`src/rtl/ama_riscv_dmem_arbiter_pkg.sv`:
```
// Shared definitions for the data-memory arbiter.
//   ARB_SEL_CORE / ARB_SEL_HOST : memory-port select encodings
//   ARB_HOST_MAX_WAIT_DEF       : default contended-cycle budget before the host is forced in
//   ARB_HOST_EN                 : mirrors the AMA_RISCV_DMEM_ARB_HOST_EN build macro
//                                 (the macro lives with the ALU/WB select defines)
package ama_riscv_dmem_arbiter_pkg;

    typedef enum logic {
        ARB_SEL_CORE = 1'b0,
        ARB_SEL_HOST = 1'b1
    } arb_sel_t;

    localparam int ARB_HOST_MAX_WAIT_DEF = 8;

`ifdef AMA_RISCV_DMEM_ARB_HOST_EN
    localparam bit ARB_HOST_EN = 1'b1;
`else
    localparam bit ARB_HOST_EN = 1'b0;
`endif

endpackage

```
`src/rtl/ama_riscv_arb_wait_cnt.sv`:
```
// Saturating up-counter with synchronous clear; clear wins over increment.
// Sized for reuse by other arbiters (e.g. an IMEM loader port).
//   clk, rst_n : clock, asynchronous active-low reset
//   inc        : count one more contended cycle (holds once cnt == MAX)
//   clr        : return to zero
//   cnt        : current count, never exceeds MAX
module ama_riscv_arb_wait_cnt #(
    parameter int W   = 8,
    parameter int MAX = 8
) (
    input  logic         clk,
    input  logic         rst_n,
    input  logic         inc,
    input  logic         clr,
    output logic [W-1:0] cnt
);

    always_ff @(posedge clk or negedge rst_n) begin
        if (!rst_n) begin
            cnt <= '0;
        end else if (clr) begin
            cnt <= '0;
        end else if (inc && (cnt != W'(MAX))) begin
            cnt <= cnt + W'(1);
        end
    end

endmodule

```
`src/rtl/ama_riscv_dmem_arbiter.sv`:
```
// Arbitrates the single-port synchronous-read DMEM between the core MEM stage
// (priority) and a host/debug port. A wait counter forces one host slot after
// HOST_MAX_WAIT contended cycles, stalling the core for that cycle.
// Build option: AMA_RISCV_DMEM_ARB_HOST_EN. Undefined -> host port is inert and
// the memory port is a straight core pass-through plus the read-return flag.
// Ports:
//   clk, rst_n                        : clock, asynchronous active-low reset
//   core_req/we/addr/wdata/wmask      : core access, issued combinationally
//   core_rdata, core_stall            : load data (cycle after issue), hold request
//   host_req/we/addr/wdata/wmask      : host access, held until host_gnt
//   host_gnt, host_rvalid, host_rdata : issue pulse, read-return pulse and data
//   mem_en/we/addr/wdata, mem_rdata   : DMEM macro port (read data one cycle late)
module ama_riscv_dmem_arbiter
    import ama_riscv_dmem_arbiter_pkg::*;
#(
    parameter int AW            = 14,
    parameter int DW            = 32,
    parameter int HOST_MAX_WAIT = ARB_HOST_MAX_WAIT_DEF
) (
    input  logic            clk,
    input  logic            rst_n,
    input  logic            core_req,
    input  logic            core_we,
    input  logic [AW-1:0]   core_addr,
    input  logic [DW-1:0]   core_wdata,
    input  logic [DW/8-1:0] core_wmask,
    output logic [DW-1:0]   core_rdata,
    output logic            core_stall,
    input  logic            host_req,
    input  logic            host_we,
    input  logic [AW-1:0]   host_addr,
    input  logic [DW-1:0]   host_wdata,
    input  logic [DW/8-1:0] host_wmask,
    output logic            host_gnt,
    output logic            host_rvalid,
    output logic [DW-1:0]   host_rdata,
    output logic            mem_en,
    output logic [DW/8-1:0] mem_we,
    output logic [AW-1:0]   mem_addr,
    output logic [DW-1:0]   mem_wdata,
    input  logic [DW-1:0]   mem_rdata
);

    localparam int MW = DW / 8;

    logic     core_go;
    logic     host_sel;
    logic     rd_core;
    arb_sel_t sel;

`ifdef AMA_RISCV_DMEM_ARB_HOST_EN
    logic [7:0] wait_cnt;
    logic       rd_host;

    // Host wins when the core is idle, or when it has lost HOST_MAX_WAIT
    // contended cycles in a row. The counter is registered, so no comb loop.
    assign host_sel = host_req & (~core_req | (wait_cnt == 8'(HOST_MAX_WAIT)));
    assign core_go  = core_req & ~host_sel;

    ama_riscv_arb_wait_cnt #(
        .W   (8),
        .MAX (HOST_MAX_WAIT)
    ) u_wait_cnt (
        .clk   (clk),
        .rst_n (rst_n),
        .inc   (host_req & core_req & ~host_sel),
        .clr   (host_sel | ~host_req),
        .cnt   (wait_cnt)
    );

    always_ff @(posedge clk or negedge rst_n) begin
        if (!rst_n) rd_host <= 1'b0;
        else        rd_host <= host_sel & ~host_we;
    end

    // rst_n gating keeps every output at 0 while reset is asserted,
    // whatever the requesters are doing.
    assign host_gnt    = rst_n & host_sel;
    assign core_stall  = rst_n & core_req & host_sel;
    assign host_rvalid = rd_host;
    assign host_rdata  = rd_host ? mem_rdata : '0;
`else
    // Host port is inert in this build; fold its inputs into a sink.
    logic unused_host;
    assign unused_host = ^{host_req, host_we, host_addr, host_wdata, host_wmask};

    assign host_sel    = 1'b0;
    assign core_go     = core_req;
    assign host_gnt    = 1'b0;
    assign core_stall  = 1'b0;
    assign host_rvalid = 1'b0;
    assign host_rdata  = '0;
`endif

    assign sel = host_sel ? ARB_SEL_HOST : ARB_SEL_CORE;

    // Memory port: driven only for an issued access, zero otherwise.
    always_comb begin
        mem_en    = 1'b0;
        mem_we    = '0;
        mem_addr  = '0;
        mem_wdata = '0;
        if (rst_n && (core_go || host_sel)) begin
            mem_en = 1'b1;
            case (sel)
                ARB_SEL_HOST: begin
                    mem_addr  = host_addr;
                    mem_wdata = host_wdata;
                    mem_we    = host_wmask & {MW{host_we}};
                end
                default: begin
                    mem_addr  = core_addr;
                    mem_wdata = core_wdata;
                    mem_we    = core_wmask & {MW{core_we}};
                end
            endcase
        end
    end

    always_ff @(posedge clk or negedge rst_n) begin
        if (!rst_n) rd_core <= 1'b0;
        else        rd_core <= core_go & ~core_we;
    end

    assign core_rdata = rd_core ? mem_rdata : '0;

endmodule

```
`config.mk`:
```
export PLATFORM = sky130hd
export DESIGN_NAME = ama_riscv_dmem_arbiter
export DESIGN_NICKNAME = d
export VERILOG_FILES = /design/src/rtl/ama_riscv_dmem_arbiter_pkg.sv /design/src/rtl/ama_riscv_arb_wait_cnt.sv /design/src/rtl/ama_riscv_dmem_arbiter.sv
export SDC_FILE = /design/constraint.sdc
export NUM_CORES = 1
export LEC_CHECK = 0
export CAP_MARGIN = 5
export CORE_AREA = 2 2 98 100
export CTS_BUF_LIST = sky130_fd_sc_hd__clkbuf_4 sky130_fd_sc_hd__clkbuf_8
export CTS_CLUSTER_SIZE = 28
export DETAILED_ROUTE_END_ITERATION = 16
export DIE_AREA = 0 0 100 102
export PLACE_DENSITY = 0.7
export SETUP_SLACK_MARGIN = 0.1
export SLEW_MARGIN = 40
export SYNTH_ARGS = -nofsm -noshare
export SYNTH_HDL_FRONTEND = slang
export SYNTH_HIERARCHICAL = 1
export SYNTH_SLANG_ARGS = --single-unit
```
`constraint.sdc`:
```
create_clock -name clk -period 1.06 [get_ports clk]
set_input_delay 0.212 -clock clk [delete_from_list [all_inputs] [get_ports clk]]
set_output_delay 0.212 -clock clk [all_outputs]
set_load 0.02 [all_outputs]
```
==> reports/results.txt <==
Sw Ratio: 0.430
Worst setup slack after layout: 0.00177 ns
Initial DRC count: 1
IO buf count: 168
Drt pass-1 iters: 4
Layout Nets: 448
Yosys top cell area share: 0.323
Syn_area_per_cell: 6.66 um2
Status: finished clean
Routed wire length: 5.80 mm
Worst path depth: 4
DRC viols: 0
Post-synth EDFFs: 0
Min Tclk post-route: 1.06 ns
Vias per cell: 3.68
Worst path top cell family by delay: buffers and inverters
Slew Limit Fails: 0
Yosys warning count: 6
Area of the multi-input gates: 967 um2
Final std cells w/o fill: 420
Die area: 10200 um2
F_max: 945 MHz
Initial antenna violation count: 1
Placed cells: 404
Cell count after synthesis: 134
Most frequent cells after synthesis: and3_1 (46), buf_4 (35), and2_1 (33)
Drt wl/cell: 13.8 um
First-pass GRT wire length: 7.98 mm
Net Sw Power: 0.000542 W
CP Capture Type: primary output
Post-synth top area cell: and3_1
Core ar.: 9110 um2
Power per cell area: 391 nW/um2
WS Path Type: input pin to primary output
HP Class: input pin to asynchronous set/reset pin
Asr flop ratio synth: 1.00
Final Hold Viols: 0
Max reg flops: 1
Combinational cell fraction of total power: 0.966
ANT nets after route: 0
Worst Setup Start Kind: input pin
Initial Util: 0.0979
Post-Route Setup TNS: 0 ns
Clock share of power: 0
Util after Layout: 0.353
Largest Register: rd_core
Final period utilization: 0.998
Biggest regs: rd_core: 1 flops
Worst-path clk slew: 0 ns
Layout cells sized above 1: 0.581
Worst setup startpoint: rst_n
Vias in the first global route: 1530
CP peak stage delay: 0.23 ns
GRT Total Usage: 0.0973
Leak pwr: 1.63 nW
RSZ-0062 raised after global routing: yes
Largest net degree at the start of global routing: 33
Cell Chain, Critical Path: buf_16, buf_12, and4_1, buf_6
Yosys cell types: 9
Area contributors post-synth: and3_1 (32%), buf_4 (29%), and2_1 (23%), buf_2 (5.0%), and4_1 (3.9%)
Critical Path AT: 0.85 ns
IO Pins: 256
Die Height: 102 um
CP max-delay cell: and4_1
Crit path max fanout: 8
Synth Register Bits: 1
Peak VDD IR: 0.000180 V
Global route overflow: 0
Most frequent cell after synthesis: and3_1
Vias: 1546
Register area share after synthesis: 0.0281
Place WS: -0.932 ns
Int Pwr: 0.000717 W
Row count: 35
Max-Cap Viols: 0
CP endpoint: mem_we[1]
Flop pwr share: 0.034
Final Setup Violations: 0
Number of fill cells: 936
Die width: 100 um
Crit path required time: 0.85 ns
Top FF cell, synth: dfrtp_1
Mapped cell area: 892 um2
FF/Latch Area: 25.0 um2
Cts hold-fix bufs: 0
Area Overhead vs Synth: 261%
Hpwl dp: 3.85 mm
Placer congestion estimate: 0.687
CP Buf/Inv Count: 3
[kinds of logic (layout without fill, tap and decap cells)]
group,Yosys count,count (layout),share of synthesized area
buffers and inverters,48,188,0.367
AND/OR/NAND/NOR,84,84,0.600
flip-flops,1,1,0.0280
other,1,36,0.00420
[per-layer routing]
layer	global-route usage	up-vias	wire, um
li1	-	728	-
met1	0.0896	689	1790
met2	0.213	129	3220
met3	0.0349	0	785
met4	0	0	0
met5	0	-	0
[power by group through the flow]
stage | registers [W] | clock network (W) | logic (W)
floorplan | 0.0000421 | 0 | 0.000507
global placement | 0.0000424 | 0 | 0.000982
detailed placement | 0.0000424 | 0 | 0.000991
CTS | 0.0000424 | 0 | 0.00113
global route | 0.0000425 | 0.000000000126 | 0.00129
finish | 0.0000424 | 0.000000000126 | 0.00122
[cells in the final DEF, fill, tap and decap left out]
| cell type | netlist | layout |
|---|---|---|
| buf_12 | 0 | 3 |
| dlygate4sd2_1 | 0 | 82 |
| buf_6 | 0 | 87 |
| buf_4 | 35 | 3 |
| and4_1 | 4 | 4 |
| clkdlybuf4s15_1 | 0 | 1 |
| nor2b_1 | 1 | 1 |
| and2_4 | 0 | 28 |
| conb_1 | 1 | 35 |
| diode_2 | 0 | 1 |
| and3_4 | 0 | 46 |
| and2_1 | 33 | 5 |
| dfrtp_1 | 1 | 1 |
| clkbuf_16 | 0 | 4 |
| buf_8 | 0 | 2 |
| buf_16 | 0 | 6 |
[final cells by class]
type                    instances  share of cell area
well taps                     111              0.0431
repair buffers                188               0.648
multi-input cells             119               0.300
flip-flops and latches          1             0.00777
diodes                          1            0.000777
[repair_timing]
item | in CTS | in global routing
buffers inserted | 0 | 2
endpoints found under the hold margin | 0 | 0
gates resized for setup | 665 | 27
pin swaps | 52 | 30
gates cloned | 9 | 4
setup endpoints to repair | 84 | 83
[how the worst min path moves through the flow]
stage | endpoint | slack, ns
2_1_floorplan | rd_core | -0.08
3_3_place_gp | rd_core | 0.58
3_5_place_dp | rd_core | 0.59
4_1_cts | rd_core | 0.18
5_1_grt | rd_core | 0.33
6_report | rd_core | 0.32
[tightest hold or removal path, cell delays in order]
cell and delay, ns:
buf_16 0.15, clkbuf_16 0.16, buf_4 0.10
[stage by stage]
| step | instance area [um2] | hold slack [ns] | total power [W] |
|---|---|---|---|
| after floorplan | 1020 | -0.0836 | 0.000549 |
| after detailed placement | 2570 | 0.587 | 0.00103 |
| after CTS | 2980 | 0.183 | 0.00117 |
| after global routing | 3220 | 0.335 | 0.00133 |
| after global placement | 2570 | 0.584 | 0.00102 |
| final | 3220 | 0.324 | 0.00126 |
(Power assumes the default switching activity.)
